**config.mk**
```make
export PLATFORM = sky130hd
export DESIGN_NAME = button_conditioner
export DESIGN_NICKNAME = d
export VERILOG_FILES = /design/src/rtl/button_conditioner.sv
export SDC_FILE = /design/constraint.sdc
export NUM_CORES = 1
export LEC_CHECK = 0
export CAP_MARGIN = 15
export CORE_MARGIN = 1.5
export CORE_UTILIZATION = 45
export CTS_CLUSTER_SIZE = 8
export DETAILED_ROUTE_END_ITERATION = 8
export SYNTH_ARGS = -nofsm -noshare
export SYNTH_HDL_FRONTEND = slang
export SYNTH_HIERARCHICAL = 1
export SYNTH_SLANG_ARGS = --single-unit
```
**constraint.sdc**
```tcl
create_clock -name clk_clk -period 5.94 [get_ports clk_clk]
set_clock_uncertainty 0.1 [all_clocks]
set_input_delay 0.891 -clock clk_clk [delete_from_list [all_inputs] [get_ports clk_clk]]
set_output_delay 0.891 -clock clk_clk [all_outputs]
set_load 0.005 [all_outputs]
```
**src/rtl/button_conditioner.sv**
```systemverilog
// ---------------------------------------------------------------------------
// button_conditioner
//   Front-panel push-button conditioner. Raw active-low key pins are
//   synchronised, debounced and presented as an active-high level, along with
//   registered one-cycle press, release and auto-repeat pulses.
//
//   Each button is handled by an independent button_channel instance.
//
// Ports
//   clk_clk        in   1          system clock
//   reset_reset    in   1          synchronous active-high reset
//   key_n          in   N_BUTTONS  raw button pins, active-low, asynchronous
//   repeat_en      in   N_BUTTONS  per-channel auto-repeat enable
//   buttons_level  out  N_BUTTONS  debounced level, 1 = pressed
//   press_pulse    out  N_BUTTONS  one-cycle pulse on press and each repeat
//   release_pulse  out  N_BUTTONS  one-cycle pulse on release
// ---------------------------------------------------------------------------

// ---------------------------------------------------------------------------
// button_channel
//   One button: two-flop synchroniser, debounce counter, and a repeat FSM
//   (IDLE/DELAY/REPEAT). Every output is a flop.
//
// Ports
//   clk            in   1  clock
//   rst            in   1  synchronous active-high reset
//   key_n          in   1  raw pin, active-low
//   repeat_en      in   1  auto-repeat enable
//   level          out  1  debounced level
//   press_pulse    out  1  press / repeat pulse
//   release_pulse  out  1  release pulse
// ---------------------------------------------------------------------------
module button_channel #(
    parameter int DEBOUNCE_CYCLES     = 1000000,
    parameter int REPEAT_DELAY_CYCLES = 25000000,
    parameter int REPEAT_RATE_CYCLES  = 5000000
) (
    input  logic clk,
    input  logic rst,
    input  logic key_n,
    input  logic repeat_en,
    output logic level,
    output logic press_pulse,
    output logic release_pulse
);

    localparam int DB_W    = $clog2(DEBOUNCE_CYCLES);
    localparam int TMR_MAX = (REPEAT_DELAY_CYCLES > REPEAT_RATE_CYCLES) ?
                             REPEAT_DELAY_CYCLES : REPEAT_RATE_CYCLES;
    localparam int TMR_W   = $clog2(TMR_MAX);

    localparam logic [DB_W-1:0]  DB_LAST = DB_W'(DEBOUNCE_CYCLES - 1);
    localparam logic [TMR_W-1:0] RD_LAST = TMR_W'(REPEAT_DELAY_CYCLES - 1);
    localparam logic [TMR_W-1:0] RR_LAST = TMR_W'(REPEAT_RATE_CYCLES - 1);

    typedef enum logic [1:0] {
        IDLE   = 2'd0,
        DELAY  = 2'd1,
        REPEAT = 2'd2
    } state_t;

    logic [1:0]       sync_q;
    logic             sync;
    logic [DB_W-1:0]  db_cnt_q, db_cnt_d;
    logic             level_d;
    logic             press_d, release_d;
    logic             accept;
    state_t           state_q, state_d;
    logic [TMR_W-1:0] timer_q, timer_d;

    // Flops reset to 1 so a released key looks released straight out of reset.
    assign sync = ~sync_q[1];

    always_comb begin
        db_cnt_d  = '0;
        level_d   = level;
        accept    = 1'b0;
        press_d   = 1'b0;
        release_d = 1'b0;
        state_d   = state_q;
        timer_d   = timer_q;

        // Debounce: any return to agreement clears the count.
        if (sync != level) begin
            if (db_cnt_q == DB_LAST) begin
                level_d = sync;
                accept  = 1'b1;
            end else begin
                db_cnt_d = db_cnt_q + DB_W'(1);
            end
        end

        case (state_q)
            IDLE: begin
                if (accept && sync) begin
                    state_d = DELAY;
                    timer_d = '0;
                    press_d = 1'b1;
                end
            end
            DELAY: begin
                if (!repeat_en) begin
                    timer_d = '0;
                end else if (timer_q == RD_LAST && level) begin
                    press_d = 1'b1;
                    timer_d = '0;
                    state_d = REPEAT;
                end else begin
                    timer_d = timer_q + TMR_W'(1);
                end
            end
            REPEAT: begin
                if (!repeat_en) begin
                    state_d = DELAY;
                    timer_d = '0;
                end else if (timer_q == RR_LAST) begin
                    press_d = 1'b1;
                    timer_d = '0;
                end else begin
                    timer_d = timer_q + TMR_W'(1);
                end
            end
            default: begin
                state_d = IDLE;
                timer_d = '0;
            end
        endcase

        // A release wins over any repeat due on the same edge.
        if (accept && !sync) begin
            state_d   = IDLE;
            timer_d   = '0;
            press_d   = 1'b0;
            release_d = 1'b1;
        end
    end

    always_ff @(posedge clk) begin
        if (rst) begin
            sync_q        <= 2'b11;
            db_cnt_q      <= '0;
            level         <= 1'b0;
            press_pulse   <= 1'b0;
            release_pulse <= 1'b0;
            state_q       <= IDLE;
            timer_q       <= '0;
        end else begin
            sync_q        <= {sync_q[0], key_n};
            db_cnt_q      <= db_cnt_d;
            level         <= level_d;
            press_pulse   <= press_d;
            release_pulse <= release_d;
            state_q       <= state_d;
            timer_q       <= timer_d;
        end
    end

endmodule

module button_conditioner #(
    parameter int N_BUTTONS           = 2,
    parameter int DEBOUNCE_CYCLES     = 1000000,
    parameter int REPEAT_DELAY_CYCLES = 25000000,
    parameter int REPEAT_RATE_CYCLES  = 5000000
) (
    input  logic                 clk_clk,
    input  logic                 reset_reset,
    input  logic [N_BUTTONS-1:0] key_n,
    input  logic [N_BUTTONS-1:0] repeat_en,
    output logic [N_BUTTONS-1:0] buttons_level,
    output logic [N_BUTTONS-1:0] press_pulse,
    output logic [N_BUTTONS-1:0] release_pulse
);

    for (genvar g = 0; g < N_BUTTONS; g++) begin : g_ch
        button_channel #(
            .DEBOUNCE_CYCLES    (DEBOUNCE_CYCLES),
            .REPEAT_DELAY_CYCLES(REPEAT_DELAY_CYCLES),
            .REPEAT_RATE_CYCLES (REPEAT_RATE_CYCLES)
        ) u_ch (
            .clk          (clk_clk),
            .rst          (reset_reset),
            .key_n        (key_n[g]),
            .repeat_en    (repeat_en[g]),
            .level        (buttons_level[g]),
            .press_pulse  (press_pulse[g]),
            .release_pulse(release_pulse[g])
        );
    end

endmodule

```
==> metrics.md <==
| Metric | Value |
|---|---|
| Status | complete, no violations |
| DRT antenna net count | 0 |
| Cell count after synthesis | 630 |
| Minimum clock period after layout | between 3 and 4 ns |
| Final hold vios | 0 |
| Final nets | 652 |
| Core Area | 11500 sq um |
| Root buffer cell | clkbuf_16 |
| Worst slew pin tran | 0.957 ns |
| Initial antenna violation count | 0 |
| Placed cells | about 770 |
| Die area | 12600 sq um |
| Tcrit/Tclk final | 0.581 |
| Design Area, Final | 5940 sq um |
| Unique masters post-synth | 46 |
| Commonest non-fill, non-tap cells in the layout | 104 x dfxtp_1, 74 x nor2_1, 68 x nand2_1 |
| Maximum buffer depth of the clock tree | 2 |
| Slew Viols, Final | 0 |
| Worst vdd ir | around 140 uV |
| Num CTS Buffers | 9 |
| Clk pin slew, worst setup/hold paths | roughly 0.07 ns |
| Crit Path Max Fanout | 22 |
| Area share of the largest cell type after synthesis | 0.389 |
| CP Data Required Time | 6.06 ns |
| Total power | 0.00140 W |
| Die Width | 112 microns |
| Syn Area/Cell | 8.49 sq um |
| First-pass GRT wire length | 19700 microns |
| Leakage | 1.81 nW |
| Starting Density | 0.465 |
| Vias in the first global route | 4090 |
| Setup_tns | 0 ns |
| Max Cap Viol | 0 |
| Placed Area | 5590 sq um |
| Routability congestion estimate | 0.826 |
| Register area share after synthesis | 0.389 |
| Commonest non-fill, non-tap cell in the layout | dfxtp_1 |
| Finished Core Util | 0.516 |
| Vias per cell | 5.77 |
| Via count | approximately 4500 |
| I/O pins | 12 |
| HP Class | flop to flop |
| Syn nets | ~650 |
| Top post-synthesis cells by area | dfxtp_1 39%, xor2_1 5.2%, nor2_1 5.2% |
| Post-DR wirelength/cell | ~15 microns |
| Hold-fix buffers, CTS | 0 |
| Drt pass-1 iters | 6 |
| Switching share of total power | 0.203 |
| F_max | 290 MHz |
| Rows | 39 |
| Combinational power share | 0.015 |
| DRC | 0 |
| Post-synth top area cell | dfxtp_1 |
| Setup crit start kind | input pin |
| Power share of the clock group | 0.486 |
| CTS tree | done |
| Ant diodes | 0 |
| Synth Warn # | 6 |
| CTS resizes | 0 |
| Final setup viols | 0 |
| Setup crit end kind | flop |
| CTS sink count | ~100 |
| CTS H-tree lvls | 3 |
| Layout cell share with drive strength beyond 1 | 0.0876 |
| Non-Filler Instances | 782 |
| Internal Power | 0.00112 W |
| Syn-to-layout area delta | 11.0% |
| Crit Path Class | input pin to flop |
| Max-slew headroom | 0.360 |
| R2r setup slk | 2.71 ns |
| DRT Wirelength | 11400 microns |
| Overflow after GRT | 0 |
| Die height | between 100 and 150 microns |
| DRT iter0 DRCs | 260 |
| Pin count of the biggest net entering global routing | 23 |
| Yosys reg bits | 104 |
| CP arrival | 3.57 ns |
| Unrepaired setup endpoints after global routing | no |
| Power density cells | 236 nW/um^2 |
| Worst-Skew Late Latency | roughly 0.35 ns |
| IO buf count | 11 |
| Psw | 0.000284 W |
| Cell area after technology mapping | roughly 5400 sq um |
| Total GRT Usage | 0.192 |
| Final HPWL from detailed placement | roughly 7900 microns |
| Post-CTS Setup Bufs | 0 |
| Flop pwr share | 0.499 |
==> synth_stat cells (all sizes together) <==
cell,count
mux2i,4
o31ai,4
nand3,46
inv,22
xor2,32
or3b,8
and2,6
dfxtp,104
or3,10
or2,10
nor3,12
and4,8
nand2b,4
a31o,2
a211o,2
or4,8
o21ai,6
nand4,28
and3,16
o41ai,4
buf,10
nor4,16
a2bb2oi,6
nor2,74
o41a,2
o311ai,12
a211oi,24
a221o,4
nand2,68
mux2,2
or4b,4
ha,12
clkbuf,12
a21oi,8
nand4bb,4
o211ai,6
nor4b,4
xnor2,24
nor3b,2
==> worst paths after layout <==
path	from	end	cells after the start
max reg2reg	g_ch[0].u_ch/db_cnt_q[0]	g_ch[0].u_ch/timer_q[13]	8
max	reset_reset	g_ch[0].u_ch/timer_q[13]	7
min	g_ch[0].u_ch/sync_q[0]	g_ch[0].u_ch/sync_q[1]	1
min reg2reg	g_ch[0].u_ch/sync_q[0]	g_ch[0].u_ch/sync_q[1]	1
==> power groups by stage <==
stage	Clock, W	Sequential (W)	Combinational (W)
finish	0.000682	0.000699	0.0000207
global route	0.000727	0.000699	0.0000231
CTS	0.000702	0.000699	0.0000208
detailed placement	0	0.000716	0.0000207
global placement	0	0.000716	0.0000201
floorplan	0	0.000715	0.0000122
==> stage by stage <==
stage / hold slack [ns] / setup slack, ns
after global placement: 0.300 / 2.43
after detailed placement: 0.309 / 2.25
after CTS: 0.322 / 2.61
after floorplan: 0.289 / 3.23
after global routing: 0.339 / 2.19
final: 0.319 / 2.49
==> routing by layer <==
| metal | wire length, microns | share of wire | vias to the layer above | GRT usage |
|---|---|---|---|---|
| met4 | 127 | 0.011 | 0 | 0.0540 |
| met3 | 384 | 0.034 | 10 | 0.0518 |
| li1 | - | - | 2305 | - |
| met2 | 5190 | 0.46 | 60 | 0.303 |
| met5 | 0 | 0 | - | 0 |
| met1 | 5700 | 0.50 | 2139 | 0.261 |
==> cell families after synthesis <==
logic type               share of synthesized area
AO/OA/AOI/OAI                                0.123
multiplexers                                0.0117
AND/OR/NAND/NOR                              0.324
adder cells (fa/ha/maj)                     0.0281
XOR/XNOR                                    0.0917
buffers and inverters                       0.0323
flip-flops                                   0.389
==> sequential cells by signal, summed over array words and instances, names as in the netlist <==
signal	count
g_ch.u_ch/sync_q	4
g_ch.u_ch/timer_q	50
g_ch.u_ch/press_pulse	2
g_ch.u_ch/state_q	4
g_ch.u_ch/level	2
g_ch.u_ch/db_cnt_q	40
g_ch.u_ch/release_pulse	2
==> critical path, stage by stage <==
cell and delay, ns:
clkdlybuf4s50_1 0.59, inv_1 0.14, o41ai_2 0.07, buf_4 0.21
a21oi_1 0.76, nand2_1 0.42, o311ai_0 0.48
==> cell type report <==
cell class / count / area (sq um)
clock buffer: 9 / 225
timing repair buffer: 15 / 140
clock inverter: 7 / 119
multi-input combinational: 482 / 3110
tap: 143 / 179
inverter: 22 / 82.6
sequential: 104 / 2080
fill: 1061 / 5580
(Power assumes the default switching activity.)
